`config.mk`:
```
export PLATFORM = sky130hd
export DESIGN_NAME = eth_rx_frame_check
export DESIGN_NICKNAME = d
export VERILOG_FILES = /design/src/rtl/eth_rx_frame_check.sv
export SDC_FILE = /design/constraint.sdc
export NUM_CORES = 1
export LEC_CHECK = 0
export CAP_MARGIN = 20
export CORE_ASPECT_RATIO = 1.5
export CORE_MARGIN = 2
export CORE_UTILIZATION = 55
export DETAILED_ROUTE_END_ITERATION = 8
export PLACE_DENSITY = 0.78
export SYNTH_ARGS = -nofsm -noshare
export SYNTH_HDL_FRONTEND = slang
export SYNTH_SLANG_ARGS = --single-unit
```
`constraint.sdc`:
```
create_clock -name clk125MHz -period 2.7 [get_ports clk125MHz]
set_input_delay 0.27 -clock clk125MHz [delete_from_list [all_inputs] [get_ports clk125MHz]]
set_output_delay 0.27 -clock clk125MHz [all_outputs]
set_load 0.005 [all_outputs]
```
`src/rtl/eth_rx_frame_check.sv`:
```
// Ethernet receive frame checker: strips preamble/SFD, checks CRC-32, length and PHY error,
// and streams DA..last data byte with first/last markers and a good/bad verdict.
module eth_rx_frame_check #(
  parameter int unsigned MIN_FRAME    = 64,
  parameter int unsigned MAX_FRAME    = 1518,
  parameter int unsigned MIN_PREAMBLE = 1
) (
  input  logic        clk125MHz,
  input  logic        rst_n,
  input  logic [7:0]  rx_data,
  input  logic        rx_dv,
  input  logic        rx_er,
  output logic [7:0]  m_data,
  output logic        m_valid,
  output logic        m_first,
  output logic        m_last,
  output logic        m_good,
  output logic        m_bad,
  output logic [31:0] cnt_good,
  output logic [31:0] cnt_bad
);

  localparam logic [31:0] CrcPoly    = 32'hEDB88320;
  localparam logic [31:0] CrcResidue = 32'hDEBB20E3;
  localparam logic [7:0]  PreByte    = 8'h55;
  localparam logic [7:0]  SfdByte    = 8'hD5;

  typedef enum logic [1:0] {StIdle, StPreamble, StPayload, StDrop} state_e;

  state_e          state_q, state_d;
  logic [3:0]      pre_cnt_q, pre_cnt_d;
  logic [31:0]     crc_q, crc_d;
  logic [11:0]     len_q, len_d;
  logic            err_q, err_d;
  logic [4:0][7:0] dl_q, dl_d;       // dl_q[4] is the oldest held byte
  logic [2:0]      dl_cnt_q, dl_cnt_d;
  logic            sent_q, sent_d;   // first beat of this frame already emitted
  logic            fresh_q, fresh_d; // first clock after reset release
  logic [7:0]      m_data_q, m_data_d;
  logic            m_valid_q, m_valid_d;
  logic            m_first_q, m_first_d;
  logic            m_last_q, m_last_d;
  logic            m_good_q, m_good_d;
  logic            m_bad_q, m_bad_d;
  logic [31:0]     cnt_good_q, cnt_good_d;
  logic [31:0]     cnt_bad_q, cnt_bad_d;
  logic [11:0]     len_nxt;
  logic            frame_ok;

  // Reflected CRC-32, one byte LSB-first.
  function automatic logic [31:0] crc_byte(input logic [31:0] crc, input logic [7:0] data);
    logic [31:0] c;
    c = crc ^ {24'h0, data};
    for (int i = 0; i < 8; i++) begin
      c = c[0] ? ((c >> 1) ^ CrcPoly) : (c >> 1);
    end
    return c;
  endfunction

  assign len_nxt  = (len_q == 12'hFFF) ? len_q : len_q + 12'd1;
  assign frame_ok = (crc_q == CrcResidue) && (32'(len_q) >= MIN_FRAME) &&
                    (32'(len_q) <= MAX_FRAME) && !err_q;

  // Next-state: FSM, CRC/length tracking, delay line and registered output beat.
  always_comb begin
    state_d    = state_q;
    pre_cnt_d  = pre_cnt_q;
    crc_d      = crc_q;
    len_d      = len_q;
    err_d      = err_q;
    dl_d       = dl_q;
    dl_cnt_d   = dl_cnt_q;
    sent_d     = sent_q;
    fresh_d    = 1'b0;
    m_data_d   = m_data_q;
    m_valid_d  = 1'b0;
    m_first_d  = 1'b0;
    m_last_d   = 1'b0;
    m_good_d   = 1'b0;
    m_bad_d    = 1'b0;
    cnt_good_d = cnt_good_q;
    cnt_bad_d  = cnt_bad_q;

    unique case (state_q)
      StIdle: begin
        if (rx_dv) begin
          // A frame already in flight at reset release is skipped entirely.
          if (!fresh_q && rx_data == PreByte) begin
            state_d   = StPreamble;
            pre_cnt_d = 4'd1;
          end else begin
            state_d = StDrop;
          end
        end
      end
      StPreamble: begin
        if (!rx_dv) begin
          state_d = StIdle;
        end else if (rx_data == PreByte) begin
          pre_cnt_d = (pre_cnt_q == 4'hF) ? pre_cnt_q : pre_cnt_q + 4'd1;
        end else if (rx_data == SfdByte && 32'(pre_cnt_q) >= MIN_PREAMBLE) begin
          state_d  = StPayload;
          crc_d    = 32'hFFFFFFFF;
          len_d    = 12'd0;
          err_d    = 1'b0;
          dl_cnt_d = 3'd0;
          sent_d   = 1'b0;
        end else begin
          state_d = StDrop;
        end
      end
      StPayload: begin
        if (!rx_dv) begin
          state_d  = StIdle;
          dl_cnt_d = 3'd0;
          if (dl_cnt_q == 3'd5) begin
            m_data_d  = dl_q[4];
            m_valid_d = 1'b1;
            m_first_d = !sent_q;
            m_last_d  = 1'b1;
            m_good_d  = frame_ok;
            m_bad_d   = !frame_ok;
            if (frame_ok) cnt_good_d = cnt_good_q + 32'd1;
            else          cnt_bad_d  = cnt_bad_q + 32'd1;
          end else begin
            cnt_bad_d = cnt_bad_q + 32'd1;
          end
        end else begin
          crc_d = crc_byte(crc_q, rx_data);
          len_d = len_nxt;
          if (rx_er) err_d = 1'b1;
          dl_d = {dl_q[3:0], rx_data};
          if (dl_cnt_q == 3'd5) begin
            m_data_d  = dl_q[4];
            m_valid_d = 1'b1;
            m_first_d = !sent_q;
            sent_d    = 1'b1;
          end else begin
            dl_cnt_d = dl_cnt_q + 3'd1;
          end
          // Oversize: close the frame on the current beat and discard the rest.
          if (32'(len_nxt) == MAX_FRAME + 1) begin
            state_d   = StDrop;
            dl_cnt_d  = 3'd0;
            m_last_d  = (dl_cnt_q == 3'd5);
            m_bad_d   = (dl_cnt_q == 3'd5);
            cnt_bad_d = cnt_bad_q + 32'd1;
          end
        end
      end
      StDrop: begin
        if (!rx_dv) state_d = StIdle;
      end
      default: state_d = StIdle;
    endcase
  end

  // State and output registers.
  always_ff @(posedge clk125MHz or negedge rst_n) begin
    if (!rst_n) begin
      state_q    <= StIdle;
      pre_cnt_q  <= 4'd0;
      crc_q      <= 32'hFFFFFFFF;
      len_q      <= 12'd0;
      err_q      <= 1'b0;
      dl_q       <= '0;
      dl_cnt_q   <= 3'd0;
      sent_q     <= 1'b0;
      fresh_q    <= 1'b1;
      m_data_q   <= 8'd0;
      m_valid_q  <= 1'b0;
      m_first_q  <= 1'b0;
      m_last_q   <= 1'b0;
      m_good_q   <= 1'b0;
      m_bad_q    <= 1'b0;
      cnt_good_q <= 32'd0;
      cnt_bad_q  <= 32'd0;
    end else begin
      state_q    <= state_d;
      pre_cnt_q  <= pre_cnt_d;
      crc_q      <= crc_d;
      len_q      <= len_d;
      err_q      <= err_d;
      dl_q       <= dl_d;
      dl_cnt_q   <= dl_cnt_d;
      sent_q     <= sent_d;
      fresh_q    <= fresh_d;
      m_data_q   <= m_data_d;
      m_valid_q  <= m_valid_d;
      m_first_q  <= m_first_d;
      m_last_q   <= m_last_d;
      m_good_q   <= m_good_d;
      m_bad_q    <= m_bad_d;
      cnt_good_q <= cnt_good_d;
      cnt_bad_q  <= cnt_bad_d;
    end
  end

  assign m_data   = m_data_q;
  assign m_valid  = m_valid_q;
  assign m_first  = m_first_q;
  assign m_last   = m_last_q;
  assign m_good   = m_good_q;
  assign m_bad    = m_bad_q;
  assign cnt_good = cnt_good_q;
  assign cnt_bad  = cnt_bad_q;

endmodule

```
---- After elaboration in Yosys (flattened, before gate mapping) ----
Index checks and enable logic that the tools add are counted.
storage, ports and cells
  register bits after elaboration ......... 173
  bits in latches ......................... 0
  bits in writable memories ............... 0
  bits in read-only memories .............. 0
  bits of input ports ..................... 12
  output and inout port bits .............. 77
  logic and storage cells ................. 154
  memories kept ........................... 0
operators by class
  add/subtract/negate cells ............... 5
  multiply operators ...................... 0
  div/mod/pow operators ................... 0
  $lt $le $gt $ge ......................... 3
  equality and inequality tests ........... 26
  shifts and indexed selects .............. 0
  multiplexer cells ....................... 67
  bitwise logic cells ..................... 10
  reductions and logical operators ........ 22
operators with widths
  operator                                                                               count
  32-bit two-way mux                                                                     16
  13-bit NOT with 14-bit output                                                          8
  32-bit by 1-bit adder with 32-bit output (second input constant)                       2
  32-bit one-hot mux with 2 select lines                                                 1
  12-bit two-way mux                                                                     5
  32-bit == test (second input constant)                                                 1
  32-bit by 8-bit XOR with 32-bit output                                                 1
  12-bit one-hot mux with 2 select lines                                                 1
  2-bit inequality test (second input constant)                                          11
  1-bit two-way mux                                                                      21
  4-bit two-way mux                                                                      5
  3-bit two-way mux                                                                      6
  6-bit AND reduction                                                                    3
  2-bit two-way mux                                                                      7
  12-bit by 1-bit adder with 12-bit output (second input constant)                       1
  12-bit by 11-bit == test with 1-bit output (second input constant)                     1
  12-bit == test (second input constant)                                                 1
  12-bit by 7-bit greater-or-equal comparator with 1-bit output (second input constant)  1
  12-bit by 11-bit <= comparator with 1-bit output (second input constant)               1
  5-bit AND reduction                                                                    2
  3-bit inequality test (second input constant)                                          3
  8-bit by 7-bit == test with 1-bit output (second input constant)                       1
  8-bit == test (second input constant)                                                  1
  2-bit one-hot mux with 4 select lines                                                  1
  20 further kinds                                                                       32

---- Logic depth before layout (Yosys ltp) ----
  word-level depth ........................ 19
  depth in mapped cells ................... 10
  gate-level depth less buffers ........... 9

---- Least setup slack after synthesis ----
No wires, ideal clock.
  path type ............................... register to register
  from .................................... reg crc_q[5]
  to ...................................... reg cnt_good_q[16], in the netlist cnt_good[16]
  setup time .............................. 0.124 ns
  data arrival time ....................... 2.263 ns
  required time ........................... 2.576 ns
  slack ................................... 0.313 ns
  stages on the path, launching flop included .. 8
  path buffers ............................ 0
  period minus slack after synthesis ...... 2.387 ns
  path through ............................ dfstp_2 or4b_1 nor4_1 nand4_1 nor2_4 nand4_1 or3_1 xnor2_1
on the way
  longest elaborated chain between the ends .. 5
ends and longest elaborated chain
  item                                  line  text
  start: declaration                    32    logic [31:0] crc_q, crc_d;
  start signal: assignment              181   crc_q <= crc_d;
  32-bit == test                        61    assign frame_ok = (crc_q == CrcResidue) && (32'(len_q) >= MIN_FRAME) &&
  1-bit logical AND (2 in series)       61
  1-bit logical AND                     62    (32'(len_q) <= MAX_FRAME) && !err_q;
  4-bit AND reduction (no source line)  --
  end signal: assignment                194   cnt_good_q <= cnt_good_d;
  end: declaration                      45    logic [31:0] cnt_good_q, cnt_good_d;
No other way between the ends.
A chain may end at the register's enable or synchronous reset.

---- Final worst setup path ----
  from .................................... reg len_q[0]
  to ...................................... reg cnt_bad_q[20], in the netlist cnt_bad[20]
on the way
  longest elaborated chain between the ends .. 6
  elaborated cells on any way between the ends .. 12
  classes of those cells .................. 1 x add/sub; 2 x order compare; 4 x eq/ne; 1 x mux; 4 x reduce/logical
ends and longest elaborated chain
  item                                                                                              line  text
  start: declaration                                                                                33    logic [11:0] len_q, len_d;
  start signal: assignment                                                                          182   len_q <= len_d;
  parallel branches: the longest is 5 deep, another holds 12-bit by 1-bit adder with 12-bit output  --
  3-bit AND reduction (no source line) *                                                            --
  end signal: assignment                                                                            195   cnt_bad_q <= cnt_bad_d;
  end: declaration                                                                                  46    logic [31:0] cnt_bad_q, cnt_bad_d;
Mark *: on every way between the ends.

==> qor.yml <==
clkPwrFrac_pct: 26.7
tns_ns: 0
first_global_vias: 6505
antenna_found_initial: 0
pwr-share-seq_pct: 38.5
htreeDepth: 4
status: "finished clean"
r2r_start: "len_q[0]$_DFFE_PN0P_"
grt_max_degree: 68
regToRegEndpoint: "cnt_bad[20]$_DFFE_PN0P_"
die_area_um2: 16660
synth_area_leaders: "dfrtp_1 41%, dfstp_2 10%, nand2_1 8.3%, xor2_1 7.1%, xnor2_1 6.5%"
yosys_warnings: 0
synth_ff_type: "dfrtp_1"
ys_top_cells_by_count: "191 x nand2_1, 140 x dfrtp_1, 70 x xor2_1, 64 x xnor2_1, 63 x nor2_1"
rows: 56
power_leakage_nw: 4.815
slew_headroom_pct: 53.92
syn_area_um2: 8593
clk_pin_slew_worst_paths_ns: 0.07
placed_cell_area_um2: 9965
power.internal_mw: 6.415
core_um2: 15480
ys_types: 63
dpl.hpwl_um: 13450
cts.sinks: 173
path_max_fanout: 14
yosys.area.top_type_share_pct: 40.77
stdcell_area_um2: 10650
cts_tree: "yes"
yosysSeqAreaShare_pct: 50.86
initial_utilization_pct: 55.49
finalSetupViolations: 0
synth.avg_cell_area_um2: 9.821
root_buffer: "clkbuf_16"
slew_viol_final: 0
die_y_um: 157.1
powerDensity_nw_per_um2: 922.6
layout_worst_path_cycle_share_pct: 95.16
hold_viol: 0
ff2ff_setup_slack_ns: 0.13
cp-end-kind: "flop"
io_buffers: 88
place_congestion: 0.9243
synth_nets: 896
combPwrFrac_pct: 34.8
r2r_cells: 10
crit_arrival_ns: 2.93
register_area_um2: 4373
yosysMostFrequentCell: "nand2_1"
vias: 6683
layout.nets: 1014
cap_violations: 0
synth-edff-count: 0
drtIter0Drc: 338
finalCriticalPeriod_ns: 2.569
swShare_pct: 34.71
ios: 89
grt_usage_pct: 24.28
vdd_drop_max_mv: 1.298
tightestPinTransition_ns: 0.6895
start_kind: "flop"
viasPerCell: 5.528
drive_above_1_share_pct: 14.91
min_path_type: "in -> async"
synth_seq_cells: 173
multi_input_area_um2: 4049
syn_to_final_growth_pct: 23.92
route.detailed.drc: 0
worstPathRequired_ns: 3.06
rsz0062_at_grt: "yes"
critical_path_class: "reg -> reg"
wl_per_cell_um: 15.91
die_x_um: 106.1
grt_overflow: 0
clk_latency_ns: 0.44
postSynthCellCount: 875
clockBufferDepth: 2
drt-total-wl_um: 19240
cts_buffers: 17
yosysTopAreaCell: "dfrtp_1"
power.switching_mw: 3.410
grt_pass1_wl_um: 31930
first_pass_iters: 5
nFillCells: 1168
clock_skew_ns: 0.01138
clock.fmax_ghz: 0.3892
ant_nets: 0
whs_ns: 0.4077
async_flop_share_pct: 100.0
diodes: 0
==> what timing repair did <==
item	CTS	global route
resized for setup	0	6
hold buffers	1	0
endpoints found under the setup margin	0	31
buffers inserted	0	1
hold endpoints to repair	38	0
==> placed cells by master (no fill, tap or decap), types with 10 or more instances in the layout <==
master           instances
nor4_1                  10
o21ai_0                 18
and3_1                  12
nand4_1                 21
buf_4                   39
nand3_1                 24
nor2_1                  62
inv_1                   18
nor3_1                  20
a21oi_1                 32
dfrtp_1                138
clkbuf_16               17
nor4_2                  18
nand2_1                191
xor2_1                  70
xnor2_1                 64
dfstp_2                 33
clkdlybuf4s50_1         87
==> through the flow <==
step | power [mW] | std cells | worst slack, ns | utilization (%)
floorplan | 6.105 | 875 | 0.3132 | -
global placement | 7.080 | 1175 | 0.09795 | 64.35
detailed placement | 7.180 | 1175 | 0.07552 | 64.35
CTS | 9.832 | 1208 | 0.05033 | 68.53
global route | 10.34 | 1209 | -0.01931 | 68.77
finish | 9.825 | 1209 | 0.1306 | 68.77
==> metal layers <==
metal | wire length [um] | vias up | GRT usage (%)
li1 | - | 3202 | -
met1 | 7808 | 3273 | 29.15
met4 | 586 | 0 | 10.65
met2 | 10180 | 162 | 42.37
met3 | 663 | 46 | 4.762
met5 | 0 | - | 0
==> worst max-delay path by stage <==
stage                               endpoint  slack (ns)  cells after the start                  from
floorplan           cnt_good[16]$_DFFE_PN0P_        0.31                      7  crc_q[5]$_DFFE_PN1P_
global placement    pre_cnt_q[3]$_DFFE_PN0P_         0.1                      8            rx_data[5]
detailed placement  pre_cnt_q[3]$_DFFE_PN0P_        0.08                      8            rx_data[6]
CTS                   cnt_bad[3]$_DFFE_PN0P_        0.05                      9  len_q[0]$_DFFE_PN0P_
global route         cnt_bad[21]$_DFFE_PN0P_       -0.02                     10  len_q[0]$_DFFE_PN0P_
finish               cnt_bad[20]$_DFFE_PN0P_        0.13                     10  len_q[0]$_DFFE_PN0P_
==> flip-flops by register name, summed over array words and instances (netlist names) <==
| register | flops |
|---|---|
| dl_q | 40 |
| cnt_bad | 32 |
| cnt_good | 32 |
| crc_q | 32 |
| len_q | 12 |
| m_data | 8 |
| pre_cnt_q | 4 |
| dl_cnt_q | 3 |
| state_q | 2 |
| err_q | 1 |
| fresh_q | 1 |
| m_bad | 1 |
| m_first | 1 |
| m_good | 1 |
| m_last | 1 |
| m_valid | 1 |
| sent_q | 1 |
==> cell families after synthesis <==
kind of cell	after synthesis	synth area share, %
AND/OR/NAND/NOR	411	24.37
flip-flops	173	50.86
XOR/XNOR	134	13.66
AO/OA/AOI/OAI	88	6.348
buffers and inverters	52	2.562
adder cells (fa/ha/maj)	9	1.310
multiplexers	7	0.8445
other	1	0.04364
==> power by group through the flow <==
| stage | registers (mW) | logic [mW] | clock network [mW] |
|---|---|---|---|
| 4_1_cts | 3.77 | 3.42 | 2.65 |
| 6_report | 3.78 | 3.42 | 2.62 |
| 3_5_place_dp | 3.80 | 3.38 | 0 |
| 5_1_grt | 3.84 | 3.73 | 2.76 |
| 3_3_place_gp | 3.79 | 3.29 | 0 |
| 2_1_floorplan | 3.61 | 2.49 | 0 |
==> cell type report <==
type                       instances  share of cell area [%]
clock buffer                      18                   4.124
clock inverter                    14                   1.856
inverter                          19                  0.6697
multi-input combinational        650                   38.02
sequential                       173                   41.06
tap                              203                   2.385
timing repair buffer             132                   11.88
==> critical path: stages, from the launching register on <==
cell and delay, ns:
dfrtp_2 0.45, ha_1 0.24, buf_4 0.17, a211oi_1 0.22, o21ai_1 0.12, a2111oi_2 0.29
buf_4 0.18, a21oi_4 0.08, buf_4 0.22, nor4_2 0.36, xor2_1 0.17
Power figures use the tool's default switching activity.
